`src/rtl/fsm_encaixotamento_if.sv`:
```
// Boxing-station bus: operator/conveyor inputs and station status outputs.
interface fsm_encaixotamento_if;
   logic       garrafa_entregue;
   logic       sw_adicionar_caixa;
   logic       zera_contagem;
   logic       pronto_receber;
   logic       fechando_caixa;
   logic       incrementar_duzia;
   logic       garrafa_perdida;
   logic       alarme_sem_caixa;
   logic [3:0] garrafas_na_caixa;
   logic [6:0] estoque_caixas;

   modport master (
      output garrafa_entregue, sw_adicionar_caixa, zera_contagem,
      input  pronto_receber, fechando_caixa, incrementar_duzia, garrafa_perdida,
             alarme_sem_caixa, garrafas_na_caixa, estoque_caixas
   );

   modport slave (
      input  garrafa_entregue, sw_adicionar_caixa, zera_contagem,
      output pronto_receber, fechando_caixa, incrementar_duzia, garrafa_perdida,
             alarme_sem_caixa, garrafas_na_caixa, estoque_caixas
   );
endinterface

```
`src/rtl/fsm_encaixotamento.sv`:
```
// Boxing station: fills boxes with 12 bottles, seals them and tracks empty-box stock.
// All outputs registered except alarme_sem_caixa, decoded from the stock register.
module fsm_encaixotamento #(
   parameter int TEMPO_FECHAMENTO = 8,
   parameter int ESTOQUE_INICIAL  = 5,
   parameter int ESTOQUE_MAX      = 99
) (
   input  logic                  clk,
   input  logic                  reset,
   fsm_encaixotamento_if.slave   bus
);
   typedef enum logic [1:0] {SEM_CAIXA, POSICIONAR, ENCHENDO, FECHANDO} estado_t;

   localparam int            TW        = (TEMPO_FECHAMENTO > 1) ? $clog2(TEMPO_FECHAMENTO) : 1;
   localparam logic [TW-1:0] TIMER_INI = TW'(TEMPO_FECHAMENTO - 1);
   localparam logic [6:0]    EST_MAX   = 7'(ESTOQUE_MAX);
   localparam logic [6:0]    EST_INI   = 7'(ESTOQUE_INICIAL);

   estado_t       estado_q;
   logic [TW-1:0] timer_q;
   logic          sw_q;
   logic          pronto_q;
   logic          fech_q;
   logic          duzia_q;
   logic          perdida_q;
   logic [3:0]    garrafas_q;
   logic [6:0]    estoque_q;
   logic [6:0]    estoque_d;
   logic          add_edge;

   assign add_edge = bus.sw_adicionar_caixa & ~sw_q;

   // An add and a positioning decrement in the same cycle cancel out.
   always_comb begin
      estoque_d = estoque_q;
      if (add_edge && estado_q != POSICIONAR) begin
         if (estoque_q < EST_MAX) estoque_d = estoque_q + 7'd1;
      end else if (!add_edge && estado_q == POSICIONAR && estoque_q != 7'd0) begin
         estoque_d = estoque_q - 7'd1;
      end
   end

   always_ff @(posedge clk) begin
      if (reset) begin
         estado_q   <= SEM_CAIXA;
         timer_q    <= '0;
         sw_q       <= bus.sw_adicionar_caixa;
         pronto_q   <= 1'b0;
         fech_q     <= 1'b0;
         duzia_q    <= 1'b0;
         perdida_q  <= 1'b0;
         garrafas_q <= 4'd0;
         estoque_q  <= EST_INI;
      end else begin
         sw_q      <= bus.sw_adicionar_caixa;
         estoque_q <= estoque_d;
         perdida_q <= bus.garrafa_entregue & ~pronto_q;
         duzia_q   <= 1'b0;
         case (estado_q)
            SEM_CAIXA: begin
               if (estoque_q != 7'd0) estado_q <= POSICIONAR;
            end
            POSICIONAR: begin
               garrafas_q <= 4'd0;
               pronto_q   <= 1'b1;
               estado_q   <= ENCHENDO;
            end
            ENCHENDO: begin
               if (bus.zera_contagem) begin
                  garrafas_q <= 4'd0;
               end else if (bus.garrafa_entregue) begin
                  if (garrafas_q == 4'd11) begin
                     garrafas_q <= 4'd12;
                     pronto_q   <= 1'b0;
                     fech_q     <= 1'b1;
                     timer_q    <= TIMER_INI;
                     duzia_q    <= (TEMPO_FECHAMENTO == 1);
                     estado_q   <= FECHANDO;
                  end else begin
                     garrafas_q <= garrafas_q + 4'd1;
                  end
               end
            end
            FECHANDO: begin
               // The dozen pulse is raised so it lines up with the last sealing cycle.
               if (timer_q == '0) begin
                  fech_q   <= 1'b0;
                  estado_q <= (estoque_q != 7'd0) ? POSICIONAR : SEM_CAIXA;
               end else begin
                  timer_q <= timer_q - TW'(1);
                  duzia_q <= (timer_q == TW'(1));
               end
            end
            default: estado_q <= SEM_CAIXA;
         endcase
      end
   end

   assign bus.pronto_receber    = pronto_q;
   assign bus.fechando_caixa    = fech_q;
   assign bus.incrementar_duzia = duzia_q;
   assign bus.garrafa_perdida   = perdida_q;
   assign bus.garrafas_na_caixa = garrafas_q;
   assign bus.estoque_caixas    = estoque_q;
   assign bus.alarme_sem_caixa  = (estoque_q == 7'd0);
endmodule

```
`src/flat_wrapper.sv`:
```
// flat-port wrapper written by rule: the top's interface ports become plain ports
module fsm_encaixotamento_flat 
#(
   parameter int TEMPO_FECHAMENTO = 8,
   parameter int ESTOQUE_INICIAL  = 5,
   parameter int ESTOQUE_MAX      = 99
)
  (clk, reset, bus_garrafa_entregue, bus_sw_adicionar_caixa, bus_zera_contagem, bus_pronto_receber, bus_fechando_caixa, bus_incrementar_duzia, bus_garrafa_perdida, bus_alarme_sem_caixa, bus_garrafas_na_caixa, bus_estoque_caixas);
  fsm_encaixotamento_if bus_i ();
  input  logic clk;
  input  logic reset;
  input wire logic [$bits(bus_i.garrafa_entregue)-1:0] bus_garrafa_entregue;
  input wire logic [$bits(bus_i.sw_adicionar_caixa)-1:0] bus_sw_adicionar_caixa;
  input wire logic [$bits(bus_i.zera_contagem)-1:0] bus_zera_contagem;
  output wire logic [$bits(bus_i.pronto_receber)-1:0] bus_pronto_receber;
  output wire logic [$bits(bus_i.fechando_caixa)-1:0] bus_fechando_caixa;
  output wire logic [$bits(bus_i.incrementar_duzia)-1:0] bus_incrementar_duzia;
  output wire logic [$bits(bus_i.garrafa_perdida)-1:0] bus_garrafa_perdida;
  output wire logic [$bits(bus_i.alarme_sem_caixa)-1:0] bus_alarme_sem_caixa;
  output wire logic [$bits(bus_i.garrafas_na_caixa)-1:0] bus_garrafas_na_caixa;
  output wire logic [$bits(bus_i.estoque_caixas)-1:0] bus_estoque_caixas;
  assign bus_i.garrafa_entregue = bus_garrafa_entregue;
  assign bus_i.sw_adicionar_caixa = bus_sw_adicionar_caixa;
  assign bus_i.zera_contagem = bus_zera_contagem;
  assign bus_pronto_receber = bus_i.pronto_receber;
  assign bus_fechando_caixa = bus_i.fechando_caixa;
  assign bus_incrementar_duzia = bus_i.incrementar_duzia;
  assign bus_garrafa_perdida = bus_i.garrafa_perdida;
  assign bus_alarme_sem_caixa = bus_i.alarme_sem_caixa;
  assign bus_garrafas_na_caixa = bus_i.garrafas_na_caixa;
  assign bus_estoque_caixas = bus_i.estoque_caixas;
  fsm_encaixotamento #(.TEMPO_FECHAMENTO(TEMPO_FECHAMENTO), .ESTOQUE_INICIAL(ESTOQUE_INICIAL), .ESTOQUE_MAX(ESTOQUE_MAX)) u_core (.clk(clk), .reset(reset), .bus(bus_i));
endmodule
```
`config.mk`:
```
export PLATFORM = sky130hd
export DESIGN_NAME = fsm_encaixotamento_flat
export DESIGN_NICKNAME = d
export VERILOG_FILES = /design/src/rtl/fsm_encaixotamento_if.sv /design/src/rtl/fsm_encaixotamento.sv /design/src/flat_wrapper.sv
export SDC_FILE = /design/constraint.sdc
export NUM_CORES = 1
export LEC_CHECK = 0
export CAP_MARGIN = 5
export CORE_MARGIN = 1
export CORE_UTILIZATION = 52
export CTS_CLUSTER_DIAMETER = 150
export DETAILED_ROUTE_END_ITERATION = 12
export GPL_TIMING_DRIVEN = 0
export PLACE_DENSITY = 0.78
export SYNTH_ARGS = -nofsm -noshare
export SYNTH_HDL_FRONTEND = slang
export SYNTH_SLANG_ARGS = --single-unit
```
`constraint.sdc`:
```
create_clock -name clk -period 3.7 [get_ports clk]
set_input_delay 0.37 -clock clk [delete_from_list [all_inputs] [get_ports clk]]
set_output_delay 0.37 -clock clk [all_outputs]
set_load 0.03 [all_outputs]
```
==> impl_metrics.toml, run 1 <==
[drt]
antenna_left = 0
routed_via_density = 5.72
drt_first_iter_violations = 24
drc_errors = 0
wire_per_inst_um = 14.1
first_pass_iters = 5
num_vias = 1126
routed_wl_mm = 2.79

[place]
hpwl_mm = 2.16
gp_congestion = 0.805
post-place-ws_ns = 0.706
io_buffers = 20

[clocking]
clock_latency_ns = 0.30
cts.repair.resized = 0
cts-buffers-inserted = 3
path_clk_slew_ns = 0.13
cts_tree = "built"
cts_hold_buf = 0
post_cts_buffers = 0
root_buffer = "clkbuf_4"
htreeDepth = 1
cts_max_path_buffers = 2
cts_sinks = 21

[synth]
synth_most_common_cell = "dfxtp_1"
async_flop_share = 0
ys_top_cells_by_area = "dfxtp_1 (32%), ha_1 (14%), nor2_1 (3.7%)"
synth-seq-cells = 21
yosys.area.top_type_share = 0.323
syn_inst = 145
synth.yosys.seq_area_share = 0.323
synth_edf_count = 0
syn-num-nets = 166
syn-cell-area_um2 = 1300
syn_area_per_cell_um2 = 8.98
synth_area_leader_cell = "dfxtp_1"
synth.top_cells.by_count = "dfxtp_1 (21), ha_1 (15), nor2_1 (13)"
ys.flop_type = "dfxtp_1"
synth_cell_types = 42
ys_warn_count = 0

[power]
power.leakage_nw = 0.624
powerDensity_nw_per_um2 = 792
vdd_drop_max_mv = 0.501

[sta]
whs_ns = 0.475
hold_viol = 0
setup_viol = 0
min_period_over_period = 0.786
max_freq_mhz = 344
fin_worst_skew_ns = 0.00709
worstMarginPinSlew_ns = 0.583
slew_violations = 0
fin_tns_setup_ns = 0
layout_min_cycle_time_ns = 2.91
finalWorstSetupSlack_ns = 0.791
relSlewSlack = 0.610
rsz0062_at_grt = "false"

[global_route]
grt.overflow.total = 0
grt_max_degree = 13
grt.total_usage = 0.246
antenna_found_initial = 0
grt_pass1_wl_mm = 5.01
grt_pass1_vias = 1113

[setup_path]
startpoint = "u_core.estado_q[1]"
crit-reg2reg-launch = "u_core.estado_q[1]"
required_ns = 3.90
setup.worst_path.end_class = "register"
critPathArrivalTime_ns = 3.11
critPathKind = "register to register"
crit_path_max_fanout = 12
start_kind = "register"

[die]
core-area_um2 = 2280
ios = 21
start_util = 0.572
fp.dieH_um = 52.1
die-width_um = 52.1
die_area_um2 = 2710
rows = 17

[min_path]
hp-class = "register to register"
hold_path_startpoint = "u_core.bus.pronto_receber"

[layout]
n_antenna_cell = 0
drive_gt1_frac = 0.0592
nets = 191
synthToLayoutAreaGrowth_pct = 20.2

[flow_run]
maxCapViolCount = 0

[run_status]
status = "finished, final reports clean"
-- final timing paths --
check / endpoint / slack (ns) / cells after the start
worst max-delay path: u_core.bus.estoque_caixas[6] / 0.79 / 10
worst min-delay path: u_core.bus.garrafa_perdida / 0.47 / 1
worst max register to register: u_core.bus.estoque_caixas[6] / 0.79 / 10
worst min register to register: u_core.bus.garrafa_perdida / 0.47 / 1
-- through the flow --
| step | area [µm²] | cells | util | power, mW |
|---|---|---|---|---|
| after CTS | 1570 | 197 | 0.688 | 1.24 |
| after floorplan | 1300 | 145 | - | 0.924 |
| after global routing | 1570 | 197 | 0.688 | 1.36 |
| final | 1570 | 197 | 0.688 | 1.24 |
| after global placement | 1540 | 193 | 0.676 | 1.09 |
| after detailed placement | 1540 | 193 | 0.676 | 1.13 |
-- cell usage in the layout, fill, tap and decap left out, drive strengths merged, types with 5 or more instances in the layout --
cell type,instances
a21oi,8
nand2,8
nand3,6
o21ai,5
clkbuf,5
nor2,13
inv,12
clkdlybuf4s50,20
ha,15
dfxtp,21
-- flip-flops by register name, summed over array words and instances, names as in the netlist --
name / count
u_core.bus.garrafa_perdida: 1
u_core.bus.incrementar_duzia: 1
u_core.bus.pronto_receber: 1
u_core.estado_q: 2
u_core.bus.estoque_caixas: 7
u_core.timer_q: 3
u_core.bus.fechando_caixa: 1
u_core.sw_q: 1
u_core.bus.garrafas_na_caixa: 4
-- kinds of logic (layout without fill, tap and decap cells) --
logic type                 count (synthesis)  count (layout)  share of synthesized area
AOI/OAI and AO/OA                         33              33                      0.196
DFF                                       21              21                      0.323
and+or+nand+nor                           51              51                      0.207
buffers and inverters                     15              39                     0.0490
xor gates and xnor gates                   5               5                     0.0336
muxes                                      4               4                     0.0317
adders and majority gates                 16              16                      0.159
-- routing by layer --
layer / vias up / GRT usage / wire length, µm
met4: 0 / 0.0676 / 19
met5: - / 0 / 0
met1: 536 / 0.308 / 1260
met3: 2 / 0.0175 / 60
met2: 20 / 0.447 / 1450
li1: 568 / - / -
-- report_power, final --
group	internal (mW)	switching, mW	leakage, nW
logic	0.335	0.417	0.434
registers	0.292	0.0828	0.172
clock network	0.0402	0.0721	0.0177
total	0.667	0.572	0.624
-- area by class of cell --
cell class | instances | area (µm²)
inverters | 12 | 45.0
clock buffers | 3 | 22.5
well taps | 28 | 35.0
multi-input cells | 109 | 818
plain buffers | 3 | 18.8
flip-flops and latches | 21 | 420
repair buffers | 20 | 200
fillers | 181 | 711
clock inverters | 1 | 5.00
-- critical path: stages (launching register included) --
cell and delay [ns]:
dfxtp_1 0.43, inv_1 0.11, ha_1 0.25, or3b_1 0.40
buf_6 0.16, ha_1 0.28, nor2b_1 0.14, o31a_1 0.27
and3_1 0.20, nor4_2 0.23, mux2_1 0.34
Power figures use the tool's default switching activity.
==> run 2: changes to the inputs <==
==> constraint.sdc (replaced) <==
create_clock -name clk -period 2.85 [get_ports clk]
set_input_delay 0.285 -clock clk [delete_from_list [all_inputs] [get_ports clk]]
set_output_delay 0.285 -clock clk [all_outputs]
set_load 0.03 [all_outputs]
==> run 2 against run 1 <==
  * Total power rose by 32%
  * Highest routed layer unchanged
  * First-iteration DRC count did not move
  * Via count rose by 1.3%
  * Die area did not move
  * Clock power rose by 30%
  * Clock-buffer cell count did not move
  * Cell count rose by 1.0%
==> impl_metrics.toml, run 2 (synthesis results as in run 1) <==
[run_status]
status = "finished, final reports clean"

[setup_path]
crit_family = "simple AND/OR/NAND/NOR gates"
worst-path-buf-inv = 2
cp_slowest_cell = "dfxtp_4"
r2r_cells = 10
rrSetupSlack_ns = 0.14
cp_slowest_stage_delay_ns = 0.39
required_ns = 3.05
timing.rr.end = "u_core.bus.estoque_caixas[6]"
setup.worst_path.end_class = "register"
start_kind = "register"
cp_cell_sequence = "inv_1 -> ha_2 -> or3b_1 -> buf_6 -> ha_1 -> nor2b_1 -> o31a_1 -> and3_1 -> nor4_2 -> mux2_1"
critPathKind = "register to register"
crit-reg2reg-launch = "u_core.estado_q[1]"
critPathArrivalTime_ns = 2.91
crit_path_max_fanout = 12

[die]
core-area_um2 = 2280
die-width_um = 52.1
die_area_um2 = 2710
ios = 21
start_util = 0.572
rows = 17
fp.dieH_um = 52.1

[drt]
first_pass_iters = 4
antenna_left = 0
num_vias = 1141
routed_via_density = 5.73
drt_first_iter_violations = 24
routed_wl_mm = 2.85
drc_errors = 0
wire_per_inst_um = 14.3

[place]
place_inst = 193
hpwl_mm = 2.16
gp_congestion = 0.805
io_buffers = 20

[global_route]
grt.overflow.total = 0
grt.total_usage = 0.246
grt_pass1_vias = 1113
grt_pass1_wl_mm = 5.01
grt_max_degree = 13
antenna_found_initial = 0

[sta]
relSlewSlack = 0.608
fin_worst_skew_ns = 0.00816
worstMarginPinSlew_ns = 0.587
min_period_over_period = 0.952
whs_ns = 0.475
slew_violations = 0
setup_viol = 0
layout_min_cycle_time_ns = 2.71
max_freq_mhz = 369
hold_viol = 0

[min_path]
hp-class = "register to register"
hold_path_startpoint = "u_core.bus.pronto_receber"
hold_depth = 1
holdPathEnd = "u_core.bus.garrafa_perdida"

[layout]
n_antenna_cell = 0
final_cells = 199
post-route-util = 0.697
drive_gt1_frac = 0.0819
largest_reg_flops = 7
synthToLayoutAreaGrowth_pct = 21.8
nets = 193
layout_common_cells = "clkdlybuf4s50_1 (20), dfxtp_1 (20), ha_1 (14), nor2_1 (13), inv_1 (12)"

[power]
finalPower_mw = 1.64
power.leakage_nw = 0.634
vdd_drop_max_mv = 0.662
powerDensity_nw_per_um2 = 1030

[clocking]
path_clk_slew_ns = 0.13
clock_latency_ns = 0.30
cts_sinks = 21
cts-buffers-inserted = 3
cts_hold_buf = 0
cts_tree = "built"
cts_max_path_buffers = 2
root_buffer = "clkbuf_4"
htreeDepth = 1

[flow_run]
maxCapViolCount = 0
## run 2: changes by cell type in the layout (fill, tap and decap cells not counted), sizes merged
cell | before | now
buf | 1 | 3
## run 2: worst max-delay path by stage
stage / startpoint / endpoint / slack (ns) / depth (start not counted)
final: u_core.estado_q[1] / u_core.bus.estoque_caixas[6] / 0.14 / 10
after global routing: u_core.estado_q[1] / u_core.bus.estoque_caixas[6] / -0.02 / 10
after CTS: u_core.estado_q[1] / u_core.bus.estoque_caixas[6] / 0.003 / 10
after detailed placement: u_core.estado_q[1] / u_core.bus.estoque_caixas[6] / -0.06 / 10
after global placement: bus_sw_adicionar_caixa / u_core.bus.estoque_caixas[6] / -0.01 / 9
after floorplan: u_core.estado_q[1] / u_core.bus.estoque_caixas[6] / 0.16 / 10
## run 2: layer usage
layer	part of all wire	routed length [µm]	vias to the layer above	global-route usage
li1	-	-	573	-
met1	0.46	1300	552	0.308
met2	0.52	1480	14	0.447
met3	0.015	44	2	0.0175
met4	0.0067	19	0	0.0676
met5	0	0	-	0
## run 2: cell type report
type,count,area (µm²)
fillers,178,689
repair buffers,22,215
multi-input cells,109,821
inverters,12,45.0
clock inverters,1,5.00
clock buffers,3,22.5
plain buffers,3,18.8
flip-flops and latches,21,424
well taps,28,35.0
## run 2: worst register-to-register path, stage by stage (launching register included)
cell     delay (ns)
dfxtp_4        0.39
inv_1          0.08
ha_2           0.20
or3b_1         0.39
buf_6          0.16
ha_1           0.29
nor2b_1        0.14
o31a_1         0.27
and3_1         0.20
nor4_2         0.15
mux2_1         0.34
## run 2: where the power goes
part / total [mW] / leakage (nW) / internal [mW] / switching [mW]
combinational: 0.999 / 0.443 / 0.451 / 0.548
clock: 0.146 / 0.0177 / 0.0522 / 0.0941
sequential: 0.491 / 0.173 / 0.382 / 0.109
## run 2: what timing repair did
action                                 in CTS  in global routing
buffers inserted                            0                  2
resized for setup                           2                  1
pin swaps                                   0                  1
setup endpoints to repair                   1                  2
endpoints found under the hold margin       0                  0
## run 2: per-stage QoR
stage	TNS, ns	area, µm²	setup WS, ns
after floorplan	0	1300	0.156
after global placement	-0.0114	1540	-0.0114
after detailed placement	-0.0622	1540	-0.0622
after CTS	0	1570	0.00314
after global routing	-0.0281	1590	-0.0190
final	0	1590	0.136
